File: src/rtl/variable_latency_bank_adapter.sv
// Target-side adapter: turns req/gnt + vld/rdy traffic into a fixed-latency SRAM port.
// Read responses are credit-protected and buffered in a fall-through response FIFO.
module variable_latency_bank_adapter #(
  parameter int NumIn        = 32,
  parameter int IniAddWidth  = $clog2(NumIn),
  parameter int DataWidth    = 32,
  parameter int BeWidth      = DataWidth / 8,
  parameter int AddrMemWidth = 12,
  parameter int MemLatency   = 1,
  parameter int RespDepth    = 2
) (
  input  logic                    clk_i,
  input  logic                    rst_i,
  input  logic                    req_i,
  output logic                    gnt_o,
  input  logic [IniAddWidth-1:0]  ini_add_i,
  input  logic [AddrMemWidth-1:0] add_i,
  input  logic                    wen_i,
  input  logic [DataWidth-1:0]    wdata_i,
  input  logic [BeWidth-1:0]      be_i,
  output logic                    vld_o,
  input  logic                    rdy_i,
  output logic [IniAddWidth-1:0]  ini_add_o,
  output logic [DataWidth-1:0]    rdata_o,
  output logic                    mem_req_o,
  output logic [AddrMemWidth-1:0] mem_add_o,
  output logic                    mem_wen_o,
  output logic [DataWidth-1:0]    mem_wdata_o,
  output logic [BeWidth-1:0]      mem_be_o,
  input  logic [DataWidth-1:0]    mem_rdata_i
);

  localparam int EntryW = IniAddWidth + DataWidth;
  localparam int PtrW   = (RespDepth > 1) ? $clog2(RespDepth) : 1;
  localparam int CntW   = $clog2(RespDepth + 1);
  localparam logic [CntW-1:0] DEPTH_C    = CntW'(RespDepth);
  localparam logic [CntW-1:0] CNT_ONE_C  = CntW'(1);
  localparam logic [PtrW-1:0] PTR_ONE_C  = PtrW'(1);
  localparam logic [PtrW-1:0] LAST_PTR_C = PtrW'(RespDepth - 1);

  if ((MemLatency < 1) || (MemLatency > 4) || (RespDepth < 1)) begin : g_param_err
    $fatal(1, "variable_latency_bank_adapter: MemLatency must be 1..4 and RespDepth >= 1");
  end

  logic [MemLatency-1:0]                  tag_vld_r;
  logic [MemLatency-1:0][IniAddWidth-1:0] tag_ini_r;
  logic [RespDepth-1:0][EntryW-1:0]       fifo_mem_r;
  logic [PtrW-1:0]                        wr_ptr_r;
  logic [PtrW-1:0]                        rd_ptr_r;
  logic [CntW-1:0]                        fifo_cnt_r;
  logic [CntW-1:0]                        credits_used_r;
  logic                                   accept_s;
  logic                                   rd_accept_s;
  logic                                   tag_arrive_s;
  logic                                   fifo_empty_s;
  logic                                   fifo_full_s;
  logic                                   push_s;
  logic                                   pop_s;
  logic                                   resp_hs_s;
  logic [EntryW-1:0]                      head_s;

  function automatic logic [PtrW-1:0] next_ptr(input logic [PtrW-1:0] p);
    logic [PtrW-1:0] n;
    if (p == LAST_PTR_C) begin
      n = '0;
    end else begin
      n = p + PTR_ONE_C;
    end
    return n;
  endfunction

  // Grant depends only on registered credits, so rdy_i never reaches gnt_o.
  assign gnt_o        = !rst_i && (wen_i || (credits_used_r < DEPTH_C));
  assign accept_s     = req_i && gnt_o;
  assign rd_accept_s  = accept_s && !wen_i;

  assign mem_req_o    = accept_s;
  assign mem_add_o    = add_i;
  assign mem_wen_o    = wen_i;
  assign mem_wdata_o  = wdata_i;
  assign mem_be_o     = be_i;

  assign tag_arrive_s = tag_vld_r[MemLatency-1];
  assign fifo_empty_s = (fifo_cnt_r == '0);
  assign fifo_full_s  = (fifo_cnt_r == DEPTH_C);
  assign head_s       = fifo_mem_r[rd_ptr_r];

  // An arriving tag is stored unless it bypasses an empty FIFO straight into a ready sink.
  assign push_s       = !rst_i && tag_arrive_s && !(fifo_empty_s && rdy_i);
  assign pop_s        = !rst_i && !fifo_empty_s && rdy_i;
  assign resp_hs_s    = vld_o && rdy_i;

  // Response mux: FIFO head when occupied, otherwise the tag arriving from the SRAM.
  always_comb begin
    vld_o     = 1'b0;
    ini_add_o = head_s[EntryW-1 -: IniAddWidth];
    rdata_o   = head_s[DataWidth-1:0];
    if (rst_i) begin
      vld_o = 1'b0;
    end else if (!fifo_empty_s) begin
      vld_o = 1'b1;
    end else begin
      vld_o     = tag_arrive_s;
      ini_add_o = tag_ini_r[MemLatency-1];
      rdata_o   = mem_rdata_i;
    end
  end

  // Read tag pipeline aligned with the SRAM read latency.
  always_ff @(posedge clk_i) begin
    if (rst_i) begin
      tag_vld_r <= '0;
    end else begin
      tag_vld_r[0] <= rd_accept_s;
      tag_ini_r[0] <= ini_add_i;
      for (int i = 1; i < MemLatency; i++) begin
        tag_vld_r[i] <= tag_vld_r[i-1];
        tag_ini_r[i] <= tag_ini_r[i-1];
      end
    end
  end

  // Response FIFO storage, no reset needed on the payload.
  always_ff @(posedge clk_i) begin
    if (push_s) begin
      fifo_mem_r[wr_ptr_r] <= {tag_ini_r[MemLatency-1], mem_rdata_i};
    end
  end

  // Response FIFO pointers and occupancy.
  always_ff @(posedge clk_i) begin
    if (rst_i) begin
      wr_ptr_r   <= '0;
      rd_ptr_r   <= '0;
      fifo_cnt_r <= '0;
    end else begin
      if (push_s) begin
        wr_ptr_r <= next_ptr(wr_ptr_r);
      end
      if (pop_s) begin
        rd_ptr_r <= next_ptr(rd_ptr_r);
      end
      case ({push_s, pop_s})
        2'b10:   fifo_cnt_r <= fifo_cnt_r + CNT_ONE_C;
        2'b01:   fifo_cnt_r <= fifo_cnt_r - CNT_ONE_C;
        default: fifo_cnt_r <= fifo_cnt_r;
      endcase
    end
  end

  // Credits cover reads in the SRAM pipe plus FIFO occupancy.
  always_ff @(posedge clk_i) begin
    if (rst_i) begin
      credits_used_r <= '0;
    end else begin
      case ({rd_accept_s, resp_hs_s})
        2'b10:   credits_used_r <= credits_used_r + CNT_ONE_C;
        2'b01:   credits_used_r <= credits_used_r - CNT_ONE_C;
        default: credits_used_r <= credits_used_r;
      endcase
    end
  end

  variable_latency_bank_adapter_chk #(
    .CntW (CntW),
    .Depth(RespDepth)
  ) u_chk (
    .clk_i     (clk_i),
    .rst_i     (rst_i),
    .push_s    (push_s),
    .full_s    (fifo_full_s),
    .credits_s (credits_used_r)
  );

endmodule

// Overflow guards for the response FIFO and credit counter.
module variable_latency_bank_adapter_chk #(
  parameter int CntW  = 2,
  parameter int Depth = 2
) (
  input logic            clk_i,
  input logic            rst_i,
  input logic            push_s,
  input logic            full_s,
  input logic [CntW-1:0] credits_s
);

  localparam logic [CntW-1:0] DEPTH_C = CntW'(Depth);

  a_no_push_full: assert property (@(posedge clk_i) disable iff (rst_i) !(push_s && full_s));
  a_credit_bound: assert property (@(posedge clk_i) disable iff (rst_i) credits_s <= DEPTH_C);

endmodule

File: config.mk
export PLATFORM = sky130hd
export DESIGN_NAME = variable_latency_bank_adapter
export DESIGN_NICKNAME = d
export VERILOG_FILES = /design/src/rtl/variable_latency_bank_adapter.sv
export SDC_FILE = /design/constraint.sdc
export NUM_CORES = 1
export LEC_CHECK = 0
export ABC_AREA = 1
export CORE_ASPECT_RATIO = 0.6
export CORE_MARGIN = 2
export CORE_UTILIZATION = 45
export CTS_CLUSTER_DIAMETER = 100
export CTS_CLUSTER_SIZE = 25
export DETAILED_ROUTE_END_ITERATION = 10
export DONT_BUFFER_PORTS = 1
export MAX_ROUTING_LAYER = met4
export PLACE_DENSITY_LB_ADDON = 0.2
export REMOVE_ABC_BUFFERS = 1
export SYNTH_ARGS = -nofsm -noshare
export SYNTH_HDL_FRONTEND = slang
export SYNTH_SLANG_ARGS = --single-unit
File: constraint.sdc
create_clock -name clk_i -period 4.67 [get_ports clk_i]
set_clock_uncertainty 0.15 [all_clocks]
set_input_delay 0.934 -clock clk_i [delete_from_list [all_inputs] [get_ports clk_i]]
set_output_delay 0.934 -clock clk_i [all_outputs]
set_load 0.005 [all_outputs]
==> metrics.txt, run 1 <==
most common cell in the netlist=nand2_1; Sequential Power Share=a little over half; CP endpoint=rdata_o[26]; Core Box Area=about 0.009 mm^2; CTS tree=built; synthesized cell area=0.00420 mm^2; Area Growth Syn to Fin=-1.58%; max-cap check violation count=0; critical path type=input port to output port; Routed Antenna Nets=0; GRT Overall Usage=~18%; share of the synthesized area in the top cell type=56.5%; run status=finished clean; Arr. time, crit path=approximately 2.2 ns; CP required=about 3.6 ns; Cell Rows=27; Synth area leader=edfxtp_1; crit path launch type=input port; RSZ-0062 raised after global routing=no; crit path max fanout=74; fillcell total=834; CTS Hold Buffers Added=0; Int Pwr=about 0.0013 W; residual DRC count=0; PnR Total Power=approximately 0.0016 W; final critical-path share of the clock period=~70%; worst hold path class=flop to flop; final wirelength=between 8 and 9 mm; max-slew violations=0; minimum clock period=about 3.2 ns; Synth cell types=22; routed length per instance=between 20 and 25 um; clock share of power=between 40% and 50%; worst reg2reg setup slack=around 2.5 ns; PwrDens=between 300 and 400 mW/mm^2; IO Port Bufs=0; number of global-route vias before repair=approximately 2.2k; CTS clk-pin slew, worst paths=0.06 ns; Comb pwr share=around 5.3%; GPL Wtd Cong=~0.7; cell count after synthesis=359; Sw Ratio=20.0%; Psw=0.000318 W; register area share after synthesis=about 60%; average size of a mapped cell=11.7 um^2; CTS Buf Count=9; Fin. Hold Viols=0; Fin Hold WS=0.324 ns; RR Startpoint=fifo_cnt_r[1]; initial drt markers=155; Max clock buf depth=2; ys flop type=edfxtp_1; Slew headroom=around 37%; CTS resizes=0; Max Fclk=a little over 0.3 GHz; Synth area leaders=edfxtp_1, buf_4, nand2_1; layout cell share with drive strength beyond 1=16.0%; post-CTS repair timing setup buffer count=0; Seq cells post-synth=between 80 and 90; Avg Vias per Cell=~5.4; via count=around 2.3k; clk_lat worst skew=around 0.33 ns; Clock Sinks=between 80 and 90; Synth top cells by count=nand2_1, edfxtp_1, buf_4; first-pass GRT wire length=12.9 mm; hpwl dp=roughly 5.6 mm; htree depth=3; largest net degree at the start of global routing=75; Setup violations, final=0; r2r endpoint=fifo_mem_r[36]; Worst VDD drop=between 0.2 and 0.25 mV; die height=between 70 and 80 um; CP Capture Type=output port; GR Overflow Total=0; die area=0.0101 mm^2; CP Launch Point=rst_i; EDFF count, synth=between 70 and 80; DR pass1 iterations=4; leakage=roughly 1.5 nW; Ys Warns=0; initial antenna violation count=0; depth of the most critical reg-to-reg path=5; Starting Density=approximately 46%; Setup TNS=0 ns; Async S/R FF share, synth=0%; Die Span X=129 um; root buffer cell=clkbuf_16; n_diodes=0; io pins=about 180; Post-layout nets=400; Worst Tran Pin Value=around 0.94 ns
==> worst min-delay path by stage <==
| stage | cells past startpoint | endpoint | from |
|---|---|---|---|
| after floorplan | 0 | fifo_mem_r[32] | tag_ini_r[0] |
| after global placement | 0 | fifo_mem_r[70] | tag_ini_r[1] |
| after detailed placement | 0 | fifo_mem_r[33] | tag_ini_r[1] |
| after CTS | 0 | fifo_mem_r[70] | tag_ini_r[1] |
| after global routing | 0 | fifo_mem_r[70] | tag_ini_r[1] |
| final | 0 | fifo_mem_r[70] | tag_ini_r[1] |
==> cell type report <==
cell class              count  area [um^2]  area share, %
multi-input cells         193         1120           27.2
clock inverters             1         5.00          0.121
clock buffers              15          268           6.48
repair buffers              3         22.5          0.545
flip-flops and latches     86         2510           60.8
well taps                 116          145           3.51
inverters                  15         56.3           1.36
==> placed cells by master, fill, tap and decap left out, types with 3 or more instances in the layout <==
| cell type | synthesis | layout |
|---|---|---|
| a21oi_1 | 5 | 5 |
| buf_4 | 51 | 3 |
| clkbuf_1 | 2 | 4 |
| clkbuf_16 | 0 | 9 |
| dfxtp_1 | 7 | 7 |
| edfxtp_1 | 79 | 79 |
| inv_1 | 13 | 12 |
| nand2_1 | 89 | 89 |
| nand3_1 | 9 | 9 |
| nand3_2 | 30 | 30 |
| nand4_1 | 3 | 3 |
| nor2_1 | 12 | 11 |
| o21a_1 | 37 | 37 |
==> layer usage <==
metal / track usage (%) / wire [um] / share of wire [%] / vias to the layer above
li1: - / - / - / 1078
met1: 25.2 / 4090 / 47 / 1078
met2: 19.8 / 3150 / 36 / 139
met3: 14.5 / 1350 / 16 / 10
met4: 3.91 / 72 / 0.83 / 0
met5: - / 0 / 0 / -
==> cell families (layout without fill, tap and decap cells) <==
logic type | after synthesis | in the layout | share of synthesized area, %
and+or+nand+nor | 147 | 147 | 18.5
DFF | 86 | 86 | 59.8
buffers and inverters | 80 | 34 | 13.6
AOI/OAI and AO/OA | 44 | 44 | 7.45
adders and majority gates | 2 | 2 | 0.596
==> stage by stage <==
step                cells  worst slack (ns)  instance area, um^2  utilization (%)
detailed placement    413              1.40                 3860             42.3
finish                429              1.42                 4130             45.3
global placement      413              1.42                 3860             42.3
global route          429              1.25                 4130             45.3
CTS                   429              1.39                 4130             45.3
floorplan             294              1.35                 3680                -
==> state kept, by name, indices dropped and copies added, names as in the netlist <==
register        count
fifo_mem_r         74
tag_ini_r           5
credits_used_r      2
fifo_cnt_r          2
rd_ptr_r            1
tag_arrive_s        1
wr_ptr_r            1
==> power groups by stage <==
stage / clock network, W / registers (W) / logic (W)
final: 0.000647 / 0.000858 / 0.0000843
after global routing: 0.000700 / 0.000859 / 0.0000940
after CTS: 0.000665 / 0.000858 / 0.0000859
after detailed placement: 0 / 0.000874 / 0.0000854
after global placement: 0 / 0.000874 / 0.0000848
after floorplan: 0 / 0.000873 / 0.0000667
==> critical path, cell delays in order <==
cell and delay (ns):
inv_2 0.20, nand2_4 0.55, nand3_1 0.29, o21a_1 0.16
No activity file was read; power rests on OpenSTA's default activity.
==> run 2, diff against run 1 <==
- clock period: 4.67 -> 2.95 ns (I/O delays scaled with it)
==> run 2 against run 1 <==
  * Power increased by 68%
  * Design area is 1.5% higher
  * Non-clock buffer count grew 2
  * Die area did not move
  * Combinational power up 63%
  * Critical path depth rose by 1
  * Register-to-register slack worse by 1.4 ns
  * Via count up 1.4%
  * Cell count is 0.47% higher
  * Sequential share of layout area down 0.92 points
  * Largest cell class unchanged
  * Largest power group unchanged
==> metrics.txt, run 2 (synthesis results as in run 1) <==
Hold Path Stages=0; Avg Vias per Cell=5.42; die area=0.0101 mm^2; RSZ-0062 raised after global routing=no; routed length per instance=20.9 um; CP Capture Type=output port; leakage=roughly 1.5 nW; Top Registers=fifo_mem_r (74), tag_ini_r (5); max FFs per register=between 70 and 80; final critical-path share of the clock period=between 80 and 90%; pre-CTS WS=0.620 ns; Slew headroom=a little over half; initial drt markers=150; CTS Hold Buffers Added=0; largest net degree at the start of global routing=54; CTS clk-pin slew, worst paths=0.06 ns; first-pass GRT wire length=~13 mm; n_diodes=0; CTS resizes=0; clk_lat worst skew=between 0.3 and 0.4 ns; CTS tree=built; Setup TNS=0 ns; Core Box Area=roughly 0.0091 mm^2; io pins=between 150 and 200; Arr. time, crit path=1.68 ns; Setup violations, final=0; Starting Density=46.0%; residual DRC count=0; CTS Buf Count=9; IO Port Bufs=0; commonest non-fill, non-tap cell in the layout=nand2_1; Biggest register=fifo_mem_r; GRT Overall Usage=18.9%; number of global-route vias before repair=~2.2k; crit path launch type=flop; max-slew violations=0; via count=2,338; commonest non-fill, non-tap cells in the layout=nand2_1, edfxtp_1, o21a_1; post-CTS repair timing setup buffer count=0; crit path max fanout=53; DR pass1 iterations=4; hpwl dp=between 5 and 6 mm; depth of the most critical reg-to-reg path=5; die height=around 79 um; final wirelength=between 9 and 10 mm; critical path type=flop to output port; Area Growth Syn to Fin=-0.0597%; worst hold path class=input port to flop; GR Overflow Total=0; Cell Rows=27; Worst Tran Pin Value=just over 0.7 ns; Worst VDD drop=~0.39 mV; Max clock buf depth=2; htree depth=3; PnR Total Power=~0.0027 W; Max Fclk=0.413 GHz; Routed Antenna Nets=0; Post-layout nets=402; run status=finished clean; Die Span X=about 130 um; minimum clock period=2.42 ns; Clock Sinks=86; Layout Utilization=around 46%; Final Worst Setup Slack=approximately 0.53 ns; GPL Wtd Cong=about 0.75; Fin. Hold Viols=0; CP required=approximately 2.2 ns; PwrDens=between 600 and 700 mW/mm^2; initial antenna violation count=0; max-cap check violation count=0; layout cell share with drive strength beyond 1=16.8%; Fin Hold WS=0.196 ns; root buffer cell=clkbuf_16
[run 2: cell types whose count changed in the layout (fill, tap and decap cells not counted)]
| cell | change |
|---|---|
| clkbuf_8 | -2 |
| bufinv_16 | +2 |
| clkbuf_1 | -1 |
| buf_12 | +1 |
| clkinvlp_4 | +1 |
| buf_4 | +1 |
[run 2: area by class of cell]
cell class                 instances  area [um^2]
clock buffer                      12          236
inverter                          15         56.3
fill                             820         4920
sequential                        86         2510
multi-input combinational        193         1120
clock inverter                     4         72.6
tap                              116          145
timing repair buffer               5         50.0
[run 2: worst max-delay path, cell delays in order (launching register included)]
cell	delay [ns]
dfxtp_1	0.42
nor2_4	0.08
nand2_4	0.24
buf_12	0.32
nand3_2	0.11
o21a_1	0.14
[run 2: path summary, 6_finish.rpt]
kind	startpoint	to	slack (ns)
max reg2reg	fifo_cnt_r[1]	fifo_mem_r[1]	1.15
max	fifo_cnt_r[1]	rdata_o[19]	0.53
min	mem_rdata_i[24]	fifo_mem_r[24]	0.20
min reg2reg	tag_ini_r[4]	fifo_mem_r[36]	0.34
[run 2: power by group]
group / internal (W) / leakage [nW] / total, W / switching (W)
Combinational: 0.0000507 / 0.569 / 0.000137 / 0.0000863
Sequential: 0.00135 / 0.772 / 0.00136 / 0.00000915
Clock: 0.000741 / 0.147 / 0.00118 / 0.000438
[run 2: through the flow]
| step | area, um^2 | cells |
|---|---|---|
| 2_1_floorplan | 3680 | 294 |
| 3_3_place_gp | 3890 | 415 |
| 3_5_place_dp | 3890 | 415 |
| 4_1_cts | 4200 | 431 |
| 5_1_grt | 4200 | 431 |
| 6_report | 4200 | 431 |
[run 2: routing by layer]
layer / vias up / track usage (%) / wire length, um
li1: 1086 / - / -
met1: 1104 / 26.0 / 4270
met2: 144 / 21.1 / 3420
met3: 4 / 14.5 / 1300
met5: - / - / 0
met4: 0 / 4.24 / 12
==> run 3, diff against run 2 <==
- clock period: 2.95 -> 2.3 ns (I/O delays scaled with it)
==> run 3 against run 2 <==
  * Sequential share of layout area shrank 0.18 points
  * Cell count up 0.93%
  * Die area stayed put
  * Combinational power rose by 32%
  * Global-route usage fell by 0.59 points
  * Worst hold slack worse by 0.12 ns
  * Register-to-register slack got worse by 0.60 ns
  * Design area increased by 0.30%
  * Critical path depth did not move
  * Power grew 21%
  * Highest routed layer unchanged
==> metrics.txt, run 3 (synthesis results as in run 1) <==
clk_lat worst skew=0.32 ns; worst reg2reg setup slack=about 0.55 ns; CTS resizes=0; final wirelength=a little under 9 mm; CTS clk-pin slew, worst paths=roughly 0.06 ns; Non-Filler Instances=approximately 440; max-slew violations=0; GPL Wtd Cong=slightly above 0.7; RSZ-0062 raised after global routing=no; CTS Hold Buffers Added=0; Post-layout nets=just over 400; Avg Vias per Cell=roughly 5.3; routed length per instance=around 20 um; crit path max fanout=74; Arr. time, crit path=between 1.5 and 2 ns; Max Fclk=0.467 GHz; Int Pwr=between 0.002 and 0.003 W; CP Capture Type=output port; initial antenna violation count=0; pre-CTS WS=0.425 ns; io pins=approximately 180; Cell Rows=27; die height=between 70 and 80 um; Die Span X=~130 um; post-CTS repair timing setup buffer count=0; hpwl dp=just under 6 mm; Slew headroom=between 70% and 80%; commonest non-fill, non-tap cells in the layout=nand2_1, edfxtp_1, o21a_1; critical path type=flop to output port; Fin. Hold Viols=0; n_diodes=0; CTS Buf Count=9; Top Registers=fifo_mem_r (74), tag_ini_r (5); first-pass GRT wire length=about 13 mm; initial drt markers=between 100 and 150; htree depth=3; Core Box Area=0.00912 mm^2; max FFs per register=74; Fin Hold WS=around 0.075 ns; Comb pwr share=between 5 and 6%; Routed Antenna Nets=0; clock share of power=around two fifths; number of global-route vias before repair=approximately 2.3k; CTS tree=built; die area=0.0101 mm^2; Biggest register=fifo_mem_r; Clock Sinks=86; largest net degree at the start of global routing=75; worst hold path class=input port to flop; CP required=1.69 ns; residual DRC count=0; Worst VDD drop=around 0.49 mV; Starting Density=a little under half; Sw Ratio=20.3%; minimum clock period=~2.1 ns; GRT Overall Usage=18.3%; crit path launch type=flop; final critical-path share of the clock period=a little over 90%; dpl cells=between 400 and 500; run status=finished clean; Worst Tran Pin Value=0.437 ns; max-cap check violation count=0; GR Overflow Total=0; Area Growth Syn to Fin=0.238%; Sequential Power Share=53.7%; Psw=between 0.0006 and 0.0007 W; PwrDens=approximately 770 mW/mm^2; Final Worst Setup Slack=between 0.15 and 0.2 ns; DR pass1 iterations=4; Max clock buf depth=2; Setup violations, final=0; leakage=between 1.5 and 2 nW; IO Port Bufs=0; layout cell share with drive strength beyond 1=roughly 18%; root buffer cell=clkbuf_16; via count=2,289; commonest non-fill, non-tap cell in the layout=nand2_1
[run 3: final timing paths]
| path | from | endpoint | cells past startpoint |
|---|---|---|---|
| worst min-delay path | mem_rdata_i[17] | fifo_mem_r[54] | 0 |
| worst min register to register | tag_ini_r[1] | fifo_mem_r[33] | 0 |
| worst max-delay path | fifo_cnt_r[1] | rdata_o[21] | 5 |
| worst max register to register | credits_used_r[1] | credits_used_r[1] | 9 |
[run 3: power by group through the flow]
stage               Clock (W)  Sequential [W]  Combinational [W]
floorplan                   0         0.00177           0.000135
global placement            0         0.00177           0.000182
detailed placement          0         0.00177           0.000183
CTS                   0.00138         0.00174           0.000184
global route          0.00144         0.00174           0.000200
finish                0.00132         0.00174           0.000181
[run 3: metrics by stage]
stage          utilization [%]  power [W]  instance area (um^2)  TNS (ns)
6_report                  46.1    0.00324                  4210         0
5_1_grt                   46.1    0.00339                  4210         0
4_1_cts                   46.1    0.00330                  4210         0
3_5_place_dp              43.1    0.00196                  3930         0
3_3_place_gp              43.1    0.00195                  3930         0
2_1_floorplan                -    0.00191                  3680    -20.25
[run 3: metal layers]
metal  GRT usage, %  part of all wire, %
met1           24.5                   48
met2           21.5                   38
met3           13.9                   14
met4           3.80                 0.44
met5              -                    0
[run 3: cell type report]
class | instances | area (um^2)
clock inverters | 4 | 22.5
repair buffers | 9 | 92.6
inverters | 15 | 56.3
well taps | 116 | 145
fillers | 832 | 4910
flip-flops and latches | 86 | 2510
clock buffers | 12 | 256
multi-input cells | 193 | 1120
[run 3: worst max-delay path, cell delays in order (launching register included)]
cell,delay [ns]
dfxtp_1,0.41
nor2_4,0.08
nand2_4,0.07
buf_12,0.33
nand3_2,0.12
o21a_1,0.15
